### src/rtl/atm_pkg.sv
// ============================================================================
// Module : atm_pkg
// Brief  : Shared op codes, FSM state codes and default PIN table for atm.
// Rev    : 1.0  initial release
// ============================================================================
`default_nettype none

package atm_pkg;

    localparam int NUM_ACCOUNTS  = 10;
    localparam int PIN_TABLE_LEN = 10;

    localparam logic [2:0] OP_IDLE     = 3'd0;
    localparam logic [2:0] OP_DEPOSIT  = 3'd1;
    localparam logic [2:0] OP_WITHDRAW = 3'd2;
    localparam logic [2:0] OP_BALANCE  = 3'd3;
    localparam logic [2:0] OP_CHPIN    = 3'd4;

    typedef enum logic [2:0] {
        ST_IDLE      = 3'd0,
        ST_DEPOSIT   = 3'd1,
        ST_WITHDRAW  = 3'd2,
        ST_BALANCE   = 3'd3,
        ST_CHPIN     = 3'd4,
        ST_AUTH_FAIL = 3'd5
    } state_t;

    // Element 0 belongs to account 1.
    localparam logic [PIN_TABLE_LEN-1:0][15:0] DEFAULT_PIN = {
        16'd7123, 16'd9012, 16'd8901, 16'd7890, 16'd6789,
        16'd5678, 16'd4567, 16'd3456, 16'd2345, 16'd1234
    };

    function automatic logic [15:0] default_pin(input int idx);
        return DEFAULT_PIN[4'(idx % PIN_TABLE_LEN)];
    endfunction

endpackage

`default_nettype wire

### src/rtl/atm_auth.sv
// ============================================================================
// Module : atm_auth
// Brief  : Combinational account/PIN match; lock gating under ATM_LOCKOUT_EN.
// Rev    : 1.0  initial release
// ============================================================================
`default_nettype none

module atm_auth
    import atm_pkg::*;
#(
    parameter int NUM_ACCOUNTS = atm_pkg::NUM_ACCOUNTS
) (
    input  logic [3:0]                    acc_num,
    input  logic [15:0]                   pin,
    input  logic [NUM_ACCOUNTS-1:0][15:0] pin_table,
`ifdef ATM_LOCKOUT_EN
    input  logic [NUM_ACCOUNTS-1:0]       locked,
`endif
    output logic                          auth_ok,
    output logic                          acc_valid,
    output logic [3:0]                    acc_idx
);

    always_comb begin
        auth_ok   = 1'b0;
        acc_valid = 1'b0;
        acc_idx   = 4'd0;
        for (int i = 0; i < NUM_ACCOUNTS; i++) begin
            if (acc_num == 4'(i + 1)) begin
                acc_valid = 1'b1;
                acc_idx   = 4'(i);
`ifdef ATM_LOCKOUT_EN
                auth_ok   = (pin_table[i] == pin) && !locked[i];
`else
                auth_ok   = (pin_table[i] == pin);
`endif
            end
        end
    end

endmodule

`default_nettype wire

### src/rtl/atm.sv
// ============================================================================
// Module : atm
// Brief  : ATM transaction controller: account table, auth and op FSM.
//          Optional per-account lockout enabled by macro ATM_LOCKOUT_EN.
// Rev    : 1.0  initial release
// ============================================================================
`default_nettype none

module atm
    import atm_pkg::*;
#(
    parameter int          NUM_ACCOUNTS = atm_pkg::NUM_ACCOUNTS,
    parameter logic [15:0] INIT_BALANCE = 16'd1000
) (
    input  logic        clk,
    input  logic        rst,
    input  logic [2:0]  operation,
    input  logic [3:0]  acc_num,
    input  logic [15:0] pin,
    input  logic [15:0] newPin,
    input  logic [15:0] amount,
    input  logic        language,
    output logic [15:0] balance,
    output logic        success,
    output logic [2:0]  state
);

    logic [NUM_ACCOUNTS-1:0][15:0] r_pin_tab;
    logic [15:0]                   r_bal [NUM_ACCOUNTS];
    state_t                        r_state;
    logic                          r_success;
    logic [15:0]                   r_balance;

    state_t      w_next_state;
    logic        w_next_success;
    logic [15:0] w_next_balance;
    logic        w_bal_we;
    logic [15:0] w_bal_wdata;
    logic        w_pin_we;
    logic        w_auth_ok;
    logic        w_acc_valid;
    logic [3:0]  w_idx;
    logic [15:0] w_cur_bal;
    logic [16:0] w_sum;
    logic        w_auth_op;

    // Language only tags the display path; nothing here depends on it.
    logic w_unused_language;
    assign w_unused_language = language;

`ifdef ATM_LOCKOUT_EN
    logic [1:0]              r_fail_cnt [NUM_ACCOUNTS];
    logic [NUM_ACCOUNTS-1:0] w_locked;

    always_comb begin
        w_locked = '0;
        for (int i = 0; i < NUM_ACCOUNTS; i++) begin
            w_locked[i] = (r_fail_cnt[i] == 2'd3);
        end
    end
`endif

    atm_auth #(
        .NUM_ACCOUNTS (NUM_ACCOUNTS)
    ) u_auth (
        .acc_num   (acc_num),
        .pin       (pin),
        .pin_table (r_pin_tab),
`ifdef ATM_LOCKOUT_EN
        .locked    (w_locked),
`endif
        .auth_ok   (w_auth_ok),
        .acc_valid (w_acc_valid),
        .acc_idx   (w_idx)
    );

    assign w_cur_bal = r_bal[w_idx];
    assign w_sum     = {1'b0, w_cur_bal} + {1'b0, amount};
    assign w_auth_op = (operation >= OP_DEPOSIT) && (operation <= OP_CHPIN);

    always_comb begin
        w_next_state   = ST_IDLE;
        w_next_success = 1'b0;
        w_next_balance = r_balance;
        w_bal_we       = 1'b0;
        w_bal_wdata    = w_cur_bal;
        w_pin_we       = 1'b0;
        if (w_auth_op && !w_auth_ok) begin
            w_next_state   = ST_AUTH_FAIL;
            w_next_balance = 16'd0;
        end else if (w_auth_op) begin
            w_next_balance = w_cur_bal;
            w_next_success = 1'b1;
            case (operation)
                OP_DEPOSIT: begin
                    w_next_state = ST_DEPOSIT;
                    if (!w_sum[16]) begin
                        w_bal_we       = 1'b1;
                        w_bal_wdata    = w_sum[15:0];
                        w_next_balance = w_sum[15:0];
                    end else begin
                        w_next_success = 1'b0;
                    end
                end
                OP_WITHDRAW: begin
                    w_next_state = ST_WITHDRAW;
                    if (amount <= w_cur_bal) begin
                        w_bal_we       = 1'b1;
                        w_bal_wdata    = w_cur_bal - amount;
                        w_next_balance = w_cur_bal - amount;
                    end else begin
                        w_next_success = 1'b0;
                    end
                end
                OP_BALANCE: w_next_state = ST_BALANCE;
                default: begin
                    w_next_state = ST_CHPIN;
                    w_pin_we     = 1'b1;
                end
            endcase
        end
    end

    always_ff @(posedge clk or negedge rst) begin
        if (!rst) begin
            r_state   <= ST_IDLE;
            r_success <= 1'b0;
            r_balance <= 16'd0;
        end else begin
            r_state   <= w_next_state;
            r_success <= w_next_success;
            r_balance <= w_next_balance;
        end
    end

    always_ff @(posedge clk or negedge rst) begin
        if (!rst) begin
            for (int i = 0; i < NUM_ACCOUNTS; i++) begin
                r_bal[i]     <= INIT_BALANCE;
                r_pin_tab[i] <= default_pin(i);
            end
        end else begin
            if (w_bal_we) begin
                r_bal[w_idx] <= w_bal_wdata;
            end
            if (w_pin_we) begin
                r_pin_tab[w_idx] <= newPin;
            end
        end
    end

`ifdef ATM_LOCKOUT_EN
    // Counter saturates at 3 (locked); only a pre-lock success clears it.
    always_ff @(posedge clk or negedge rst) begin
        if (!rst) begin
            for (int i = 0; i < NUM_ACCOUNTS; i++) begin
                r_fail_cnt[i] <= 2'd0;
            end
        end else if (w_auth_op && w_acc_valid) begin
            if (w_auth_ok) begin
                r_fail_cnt[w_idx] <= 2'd0;
            end else if (r_fail_cnt[w_idx] != 2'd3) begin
                r_fail_cnt[w_idx] <= r_fail_cnt[w_idx] + 2'd1;
            end
        end
    end
`endif

    assign balance = r_balance;
    assign success = r_success;
    assign state   = r_state;

endmodule

`default_nettype wire

### config.mk
export PLATFORM = sky130hd
export DESIGN_NAME = atm
export DESIGN_NICKNAME = d
export VERILOG_FILES = /design/src/rtl/atm_pkg.sv /design/src/rtl/atm_auth.sv /design/src/rtl/atm.sv
export SDC_FILE = /design/constraint.sdc
export NUM_CORES = 1
export LEC_CHECK = 0
export CAP_MARGIN = 10
export CORE_ASPECT_RATIO = 1.25
export CORE_MARGIN = 3
export CORE_UTILIZATION = 40
export DETAILED_ROUTE_END_ITERATION = 16
export SLEW_MARGIN = 20
export SYNTH_ARGS = -nofsm -noshare
export SYNTH_HDL_FRONTEND = slang
export SYNTH_SLANG_ARGS = --single-unit
export TNS_END_PERCENT = 100
### constraint.sdc
create_clock -name clk -period 7.3 [get_ports clk]
set_clock_uncertainty 0.1 [all_clocks]
set_input_delay 1.46 -clock clk [delete_from_list [all_inputs] [get_ports clk]]
set_output_delay 1.46 -clock clk [all_outputs]
set_load 0.05 [all_outputs]
## Word level (Yosys, flattened, before mapping)

Index checks and enable logic that the tools add are counted.
W data, S select, Z words.

| storage, ports and cells | value |
|---|---|
| register bits after elaboration | 340 |
| bits in latches | 0 |
| memory bits (writable) | 0 |
| bits in read-only memories | 0 |
| input bits | 58 |
| output and inout bits | 20 |
| word-level logic and storage cells | 112 |
| memories kept | 0 |

| cells by class | value |
|---|---|
| $add $sub $neg | 2 |
| $mul | 0 |
| divide/modulo/power cells | 0 |
| magnitude comparators | 7 |
| equal/unequal tests | 23 |
| shift-type cells | 0 |
| multiplexer cells | 49 |
| bitwise gates (word level) | 1 |
| reduce and logical (&&, ||, !) cells | 7 |

Operator list:

| kind | count |
|---|---|
| $bwmux W160 | 2 |
| $eq A16 B16 Y1 | 10 |
| $mux W16 | 10 |
| $demux W16 S4 | 2 |
| $bmux W16 S4 | 1 |
| $pmux W16 S2 | 1 |
| $mux W1 | 20 |
| $mux W3 | 6 |
| $add A16 B16 Y17 | 1 |
| $eq A4 B3 Y1 const B | 4 |
| $le A16 B16 Y1 | 1 |
| $sub A16 B16 Y16 | 1 |
| $eq A4 B4 Y1 const B | 3 |
| $pmux W3 S3 | 1 |
| $eq A4 B2 Y1 const B | 2 |
| $mux W4 | 2 |
| $eq A3 B2 Y1 const B | 2 |
| $ge A5 B5 Y1 const B | 1 |
| $lt A4 B5 Y1 const B | 1 |
| $lt A5 B1 Y1 const B | 1 |
| $not A4 Y5 | 1 |
| $eq A4 B1 Y1 const B | 1 |
| $ge A4 B1 Y1 const B | 1 |
| $logic_and A1 B1 Y1 | 4 |
| 8 further kinds | 10 |

## Logic depth before layout (Yosys ltp)

| depth | value |
|---|---|
| depth in word-level cells | 20 |
| depth in mapped cells | 25 |
| gate-level depth less buffers | 19 |

## By module

A second synthesis with hierarchy kept.

| second synthesis, totals | value |
|---|---|
| cell total of the unflattened synthesis | 1,584 |
| area, all modules | 18,288.8 sq um |

By module, submodules not included:

| module | instances | cells each | area an instance (sq um) | sequential area each (sq um) |
|---|---|---|---|---|
| atm | 1 | 1,330 | 16,243.1 | 8,644.5 |
| atm_auth | 1 | 254 | 2,045.7 | 0.0 |

## Least setup slack after synthesis

No wires, ideal clock.

| timing path | value |
|---|---|
| path kind | input port to flip-flop |
| from | input port acc_num[2] |
| to | register r_bal[125] (netlist bit) |
| arrival time | 6.030 ns |
| path slack | 1.045 ns |
| stages on the path | 20 |
| path buffers | 7 |
| cells stage by stage | buf_2 -> nor2b_1 -> buf_2 -> o21ai_1 -> buf_2 -> buf_2 -> o22a_1 -> o221ai_1 -> a222oi_1 -> ha_1 -> buf_2 -> or4_1 -> o211ai_2 -> a21oi_1 -> o21ai_1 -> nand2_1 -> buf_2 -> nand3b_1 -> buf_2 -> mux2_2 |

| on the way | value |
|---|---|
| cells in the longest elaborated chain, start to end | 20 |

RTL lines:

| element | RTL line | text |
|---|---|---|
| from (decl) | atm.sv:18 | `input logic [3:0] acc_num,` |
| $eq A4 B2 Y1 | atm_auth.sv:29 | `if (acc_num == 4'(i + 1)) begin` |
| $mux W1 | atm_auth.sv:29 |  |
| $mux W2 (2 in series) | atm_auth.sv:29 |  |
| $mux W3 (4 in series) | atm_auth.sv:29 |  |
| $mux W4 (2 in series) | atm_auth.sv:29 |  |
| $not A4 Y5 (not written as such) | atm.sv:77, atm.sv:144 |  |
| $bmux W16 S4 | atm.sv:77 | `assign w_cur_bal = r_bal[w_idx];` |
| $mux W16 (not written as such) (2 in series) | atm.sv:77 |  |
| $sub A16 B16 Y16, or another cell as far along | atm.sv:109 | `w_bal_wdata = w_cur_bal - amount;` |
| $mux W16 (on tied branches) | atm.sv:107, atm.sv:97 |  |
| $pmux W16 S2 | atm.sv:94 | `case (operation)` |
| $mux W16 | atm.sv:91 | `end else if (w_auth_op) begin` |
| $mux W16 | atm.sv:88 | `if (w_auth_op && !w_auth_ok) begin` |
| $bwmux W160 | atm.sv:144 | `r_bal[w_idx] <= w_bal_wdata;` |
| to (signal, indexed assignment) | atm.sv:144 |  |
| to (decl) | atm.sv:29 | `logic [15:0] r_bal [NUM_ACCOUNTS];` |

Several ways; a longest one is shown, not always the timed one. The select of a mux whose other input is x is not followed.
A chain may end at the register's enable or synchronous reset.

## Worst setup path after layout

| timing path | value |
|---|---|
| from | input port acc_num[2] |
| to | register r_bal[28] (netlist bit) |

Same word-level chain as after synthesis.

==> impl.org <==
** Floorplanning
- Initial core utilization :: 0.4091
- Die outline width :: 199.2 um
- Pin placement for this block handled 78 I/O pins.
- The floorplan step defined a core boundary enclosing 45,610 um^2.
- The die is 247.5 um tall.
- The initialized floorplan defines 87 standard-cell rows.
- Overall die area :: 49,290 um^2

** Worst setup path
- The worst register-to-register path has a setup slack of 2.66 ns.
- At the worst endpoint, the required time is 7.64 ns.
- CP Launch Type :: input port
- The signal on the critical path passes through clkdlybuf4s50_1 > and2b_2 > o21ai_2 > buf_4 > buf_4 > o22a_1 > o221ai_1 > a222oi_1 > buf_4 > ha_1 > inv_1 > a221oi_1 > o211ai_1 > a21oi_1 > o21ai_1 > nand2_1 > buf_4 > nand3_1 > buf_4 > a21o_1.
- Startpoint of the worst-slack reg-to-reg timing path :: r_bal[33]
- In this design, the critical path's most frequently occurring cell is sky130_fd_sc_hd__buf_4.
- STA classifies the critical path endpoint as a flop.
- Worst EP arrival :: 7.14 ns
- CP max stage cell :: sky130_fd_sc_hd__clkdlybuf4s50_1
- Largest fanout on the critical path :: 18
- Depth of the worst register-to-register path :: 14
- In this run the critical register-to-register path is captured at r_bal[79].
- Worst Setup EP :: r_bal[28]
- Slowest cell delay on critical path :: 0.69 ns
- The critical path is of the input port to flop type.
- Tracing the worst setup path back leads to its startpoint at acc_num[2].

** Synth
- Share of the synthesized netlist area taken by xor and xnor gates :: 0.08355
- For this run, the number of Yosys warnings is 0.
- Flops & latches, synth :: 340
- The most used flip-flop cell after synthesis is sky130_fd_sc_hd__dfrtp_1.
- The share of the Yosys chip area taken by registers is 0.4633.
- Post-synthesis cell count :: 1,714
- Synthesized-area fraction occupied by adder cells :: 0.02360
- The portion of synthesized area spent on multiplexers is 0.1362.
- Largest family of logic cells by synthesized area :: multiplexers
- The post-synthesis compound-gate area fraction is 0.1231.
- The synthesized netlist occupies a cell area of 18,660 um^2.
- Library cells used by synthesis :: 85
- The number of nets handed over by synthesis was 1,806.
- Avg Synthesized Cell Area :: 10.89 um^2
- Share of flip-flops with an asynchronous set or reset :: 1.000
- Simple-gate area share of the yosys netlist :: 0.1319
- Number of enable flip-flop cells after synthesis :: 0

** Power
- Of the total power, the share spent switching nets is 0.2745.
- The completed layout was analyzed and its total power is 4.582 mW.
- Part of the total power dissipated in combinational logic :: 0.159
- NetSw :: 1.258 mW
- Of the total power, the clock network draws 0.429.
- VDD sags by at most 0.1757 mV.
- Relative contribution of sequential cells to total power :: 0.412
- The internal portion of the total power is 3.324 mW.
- Leak :: 9.857 nW
- Cell area power density :: 213.0 nW/um^2

** Cells and area
- Fraction of layout instances using a drive strength above 1 :: 0.2670
- The filler cells instantiated in the layout total 4,184.
- The net count of the finished layout is 1,898.
- Growth of design area from synthesis to finish :: 15.29%

** Timing
- After layout, the minimum clock period comes to 6.806 ns.
- Setup repair after global routing left no endpoint under its margin.
- Hold Violations, Final :: 0
- In the finished design, the share of the clock period the worst path needs comes to 0.9323.
- Setup violations remaining at the end of the flow were counted as 0.
- Highest clock rate :: 146.9 MHz
- Transition time of the tightest slew-check pin :: 1.054 ns
- After routing, the total negative slack on setup checks comes to 0 ns.
- Slew Limit Headroom :: 0.2954
- Number of slew-limit violations in the final report :: 0

** Clock tree
- Inserted Clock Buffers :: 38
- The later pin in the worst-skew pair is clocked with a latency of 0.55 ns.
- The clock net in this run drives a total of 340 sinks.
- Clk root buf :: sky130_fd_sc_hd__clkbuf_16
- Clock-pin slew was measured on the worst setup and hold paths at 0.06 ns.
- Post-CTS Setup Bufs :: 0
- Number of instances resized during post-cts repair :: 0
- Count of hold-fix buffers inserted at cts :: 0
- In this run the deepest clock path goes through 3 buffers.
- # H-tree levels :: 2
- CTS tree :: yes

** Detailed routing
- Remaining DRCs :: 0
- In the routed layout, each cell is associated on average with a via count of 5.752.
- Detailed-route wire length per cell :: 23.24 um
- Once detail routing completed, the nets flagged for antenna violations numbered 0.
- The pre-antenna-repair detailed-routing pass consisted of 5 iterations.
- For this block, the initial DRC count from the detailed router was 722.
- After detailed routing, the total wire length is 56.10 mm.
- Detailed routing inserted a total of 13,886 vias.

** GRT
- Antenna violations before repair :: 3
- Remaining global-route overflow :: 0
- Pin count of the biggest net entering global routing :: 142
- The global routing stage identified its most utilized layer as met2.
- Met2 Usage GRT :: 0.4044
- In the global route stage, overall resource usage came out at 0.2299.
- Global-route wire length before repair :: 86.46 mm
- For met1 alone, demand over resource in global routing was 0.2812.
- Met3 Use GR :: 0.03462
- Vias in the first global route :: 14,451

** Run status
- The run finished with clean final reports.

** Flow run
- Total of max-cap violations :: 0

** Placement
- Number of buffers added on ports :: 76
- Half-perimeter wire length after placement :: 40.01 mm
- Placer congestion estimate :: 0.9244

** Worst hold path
- The worst hold path belongs to the class flop to flop.
## how the worst min path moves through the flow
stage                           from    endpoint  slack, ns  cells past startpoint
after global placement     r_bal[51]   r_bal[51]       0.36                      2
after detailed placement   r_bal[85]   r_bal[85]       0.36                      2
final                      r_bal[69]   r_bal[69]       0.37                      2
after floorplan            r_bal[51]   r_bal[51]       0.35                      2
after global routing       r_bal[57]   r_bal[57]       0.38                      2
after CTS                 r_bal[101]  r_bal[101]       0.37                      2
## layout make-up
class / instances / area [um^2] / area share
sequential: 340 / 8645 / 0.4018
multi-input combinational: 1225 / 9321 / 0.4333
timing repair buffer: 156 / 1391 / 0.06467
tap: 578 / 723.2 / 0.03362
clock buffer: 61 / 1141 / 0.05304
inverter: 45 / 168.9 / 0.007852
clock inverter: 8 / 120.1 / 0.005583
antenna: 1 / 2.502 / 0.0001163
## registers in the layout, indices dropped and copies added (netlist names)
name,flops
success,1
r_pin_tab,160
state,3
r_bal,160
balance,16
## metal layers
layer,part of all wire,vias up
li1,-,6378
met1,0.41,7016
met2,0.50,366
met3,0.044,122
met4,0.042,4
met5,0.00057,-
## Yosys cell counts (4+ instances only)
master,n,area [um^2]
sky130_fd_sc_hd__nand3_1,29,145.1
sky130_fd_sc_hd__mux2_2,211,2376
sky130_fd_sc_hd__mux2i_1,14,140.1
sky130_fd_sc_hd__nor2_8,8,160.2
sky130_fd_sc_hd__o22a_1,23,201.4
sky130_fd_sc_hd__nor2_1,65,244.0
sky130_fd_sc_hd__dfstp_2,109,2864
sky130_fd_sc_hd__a21oi_1,34,170.2
sky130_fd_sc_hd__nor2b_1,8,50.05
sky130_fd_sc_hd__a221o_1,6,60.06
sky130_fd_sc_hd__and3_1,4,25.02
sky130_fd_sc_hd__o32ai_1,4,35.03
sky130_fd_sc_hd__xor2_1,99,867.1
sky130_fd_sc_hd__o21ai_1,4,20.02
sky130_fd_sc_hd__a222oi_1,8,80.08
sky130_fd_sc_hd__a21o_1,27,202.7
sky130_fd_sc_hd__a31oi_1,5,31.28
sky130_fd_sc_hd__and2_1,7,43.79
sky130_fd_sc_hd__o21bai_1,4,30.03
sky130_fd_sc_hd__ha_1,32,400.4
sky130_fd_sc_hd__o211ai_1,5,37.54
sky130_fd_sc_hd__dfrtp_1,231,5781
sky130_fd_sc_hd__o22ai_1,28,175.2
sky130_fd_sc_hd__a22oi_1,5,37.54
sky130_fd_sc_hd__inv_1,45,168.9
sky130_fd_sc_hd__o31a_1,5,43.79
sky130_fd_sc_hd__o21ai_0,102,510.5
sky130_fd_sc_hd__or4_1,14,105.1
sky130_fd_sc_hd__a211o_1,4,35.03
sky130_fd_sc_hd__clkbuf_1,31,116.4
sky130_fd_sc_hd__buf_4,19,142.6
sky130_fd_sc_hd__nor3_1,51,255.2
sky130_fd_sc_hd__o31ai_1,8,60.06
sky130_fd_sc_hd__a221oi_1,8,70.07
sky130_fd_sc_hd__nor4_1,31,193.9
sky130_fd_sc_hd__xnor2_1,79,691.9
sky130_fd_sc_hd__buf_2,50,250.2
sky130_fd_sc_hd__nand4_1,24,150.1
sky130_fd_sc_hd__a22o_1,6,52.55
sky130_fd_sc_hd__o221ai_1,28,245.2
sky130_fd_sc_hd__nand2b_1,16,100.1
sky130_fd_sc_hd__nand2_1,151,566.8
## power by group through the flow
stage	combinational, mW	clock, mW	sequential (mW)
after floorplan	0.405	0	1.93
after global placement	0.717	0	1.92
after detailed placement	0.721	0	1.92
after CTS	0.725	2.01	1.89
after global routing	0.787	2.09	1.89
final	0.728	1.96	1.89
## critical path, delay by kind of cell
family	cells	cell delay, ns
AOI/OAI and AO/OA	9	2.32
and+or+nand+nor	3	0.92
adders and majority gates	1	0.32
buffers and inverters	7	2.09
## per-stage QoR
stage	setup WS, ns	std cells	util	area, um^2	hold WS [ns]
5_1_grt	0.2793	2413	0.4716	21510	0.3812
6_report	0.4941	2414	0.4717	21510	0.3677
3_3_place_gp	0.1174	2344	0.4440	20250	0.3554
3_5_place_dp	0.1093	2344	0.4440	20250	0.3615
2_1_floorplan	1.045	1714	-	18660	0.3481
4_1_cts	0.6826	2413	0.4716	21510	0.3708
## cell families (layout without fill, tap and decap cells)
group / Yosys count / after routing
simple gates: 452 / 452
flops: 340 / 340
compound gates: 334 / 334
mux: 227 / 227
xor+xnor: 178 / 178
buf+inv: 149 / 270
fa+ha+maj: 34 / 34
other cells: 0 / 1
## layout by cell type, fill, tap and decap left out, drive strengths merged, types with 5 or more instances in the layout
| cell | Yosys | layout |
|---|---|---|
| mux2i | 14 | 14 |
| clkdlybuf4s50 | 0 | 75 |
| o31a | 5 | 5 |
| a221oi | 8 | 8 |
| or4 | 14 | 14 |
| a21o | 27 | 27 |
| a21oi | 34 | 34 |
| and2 | 7 | 7 |
| nand2b | 16 | 16 |
| nor4b | 6 | 6 |
| o22a | 23 | 23 |
| nor2b | 8 | 8 |
| ha | 32 | 32 |
| nor4 | 31 | 31 |
| buf | 73 | 81 |
| dfstp | 109 | 109 |
| xor2 | 99 | 99 |
| o211ai | 6 | 6 |
| nor3 | 51 | 51 |
| o22ai | 28 | 28 |
| o21ai | 106 | 106 |
| inv | 45 | 45 |
| a22oi | 5 | 5 |
| a22o | 6 | 6 |
| a221o | 6 | 6 |
| o31ai | 8 | 8 |
| a31oi | 5 | 5 |
| a222oi | 8 | 8 |
| o221ai | 28 | 28 |
| clkbuf | 31 | 61 |
| nand2 | 152 | 152 |
| nor2 | 76 | 76 |
| nand4 | 27 | 27 |
| xnor2 | 79 | 79 |
| nand3 | 31 | 31 |
| mux2 | 213 | 213 |
| dfrtp | 231 | 231 |
No activity file was read; power rests on OpenSTA's default activity.
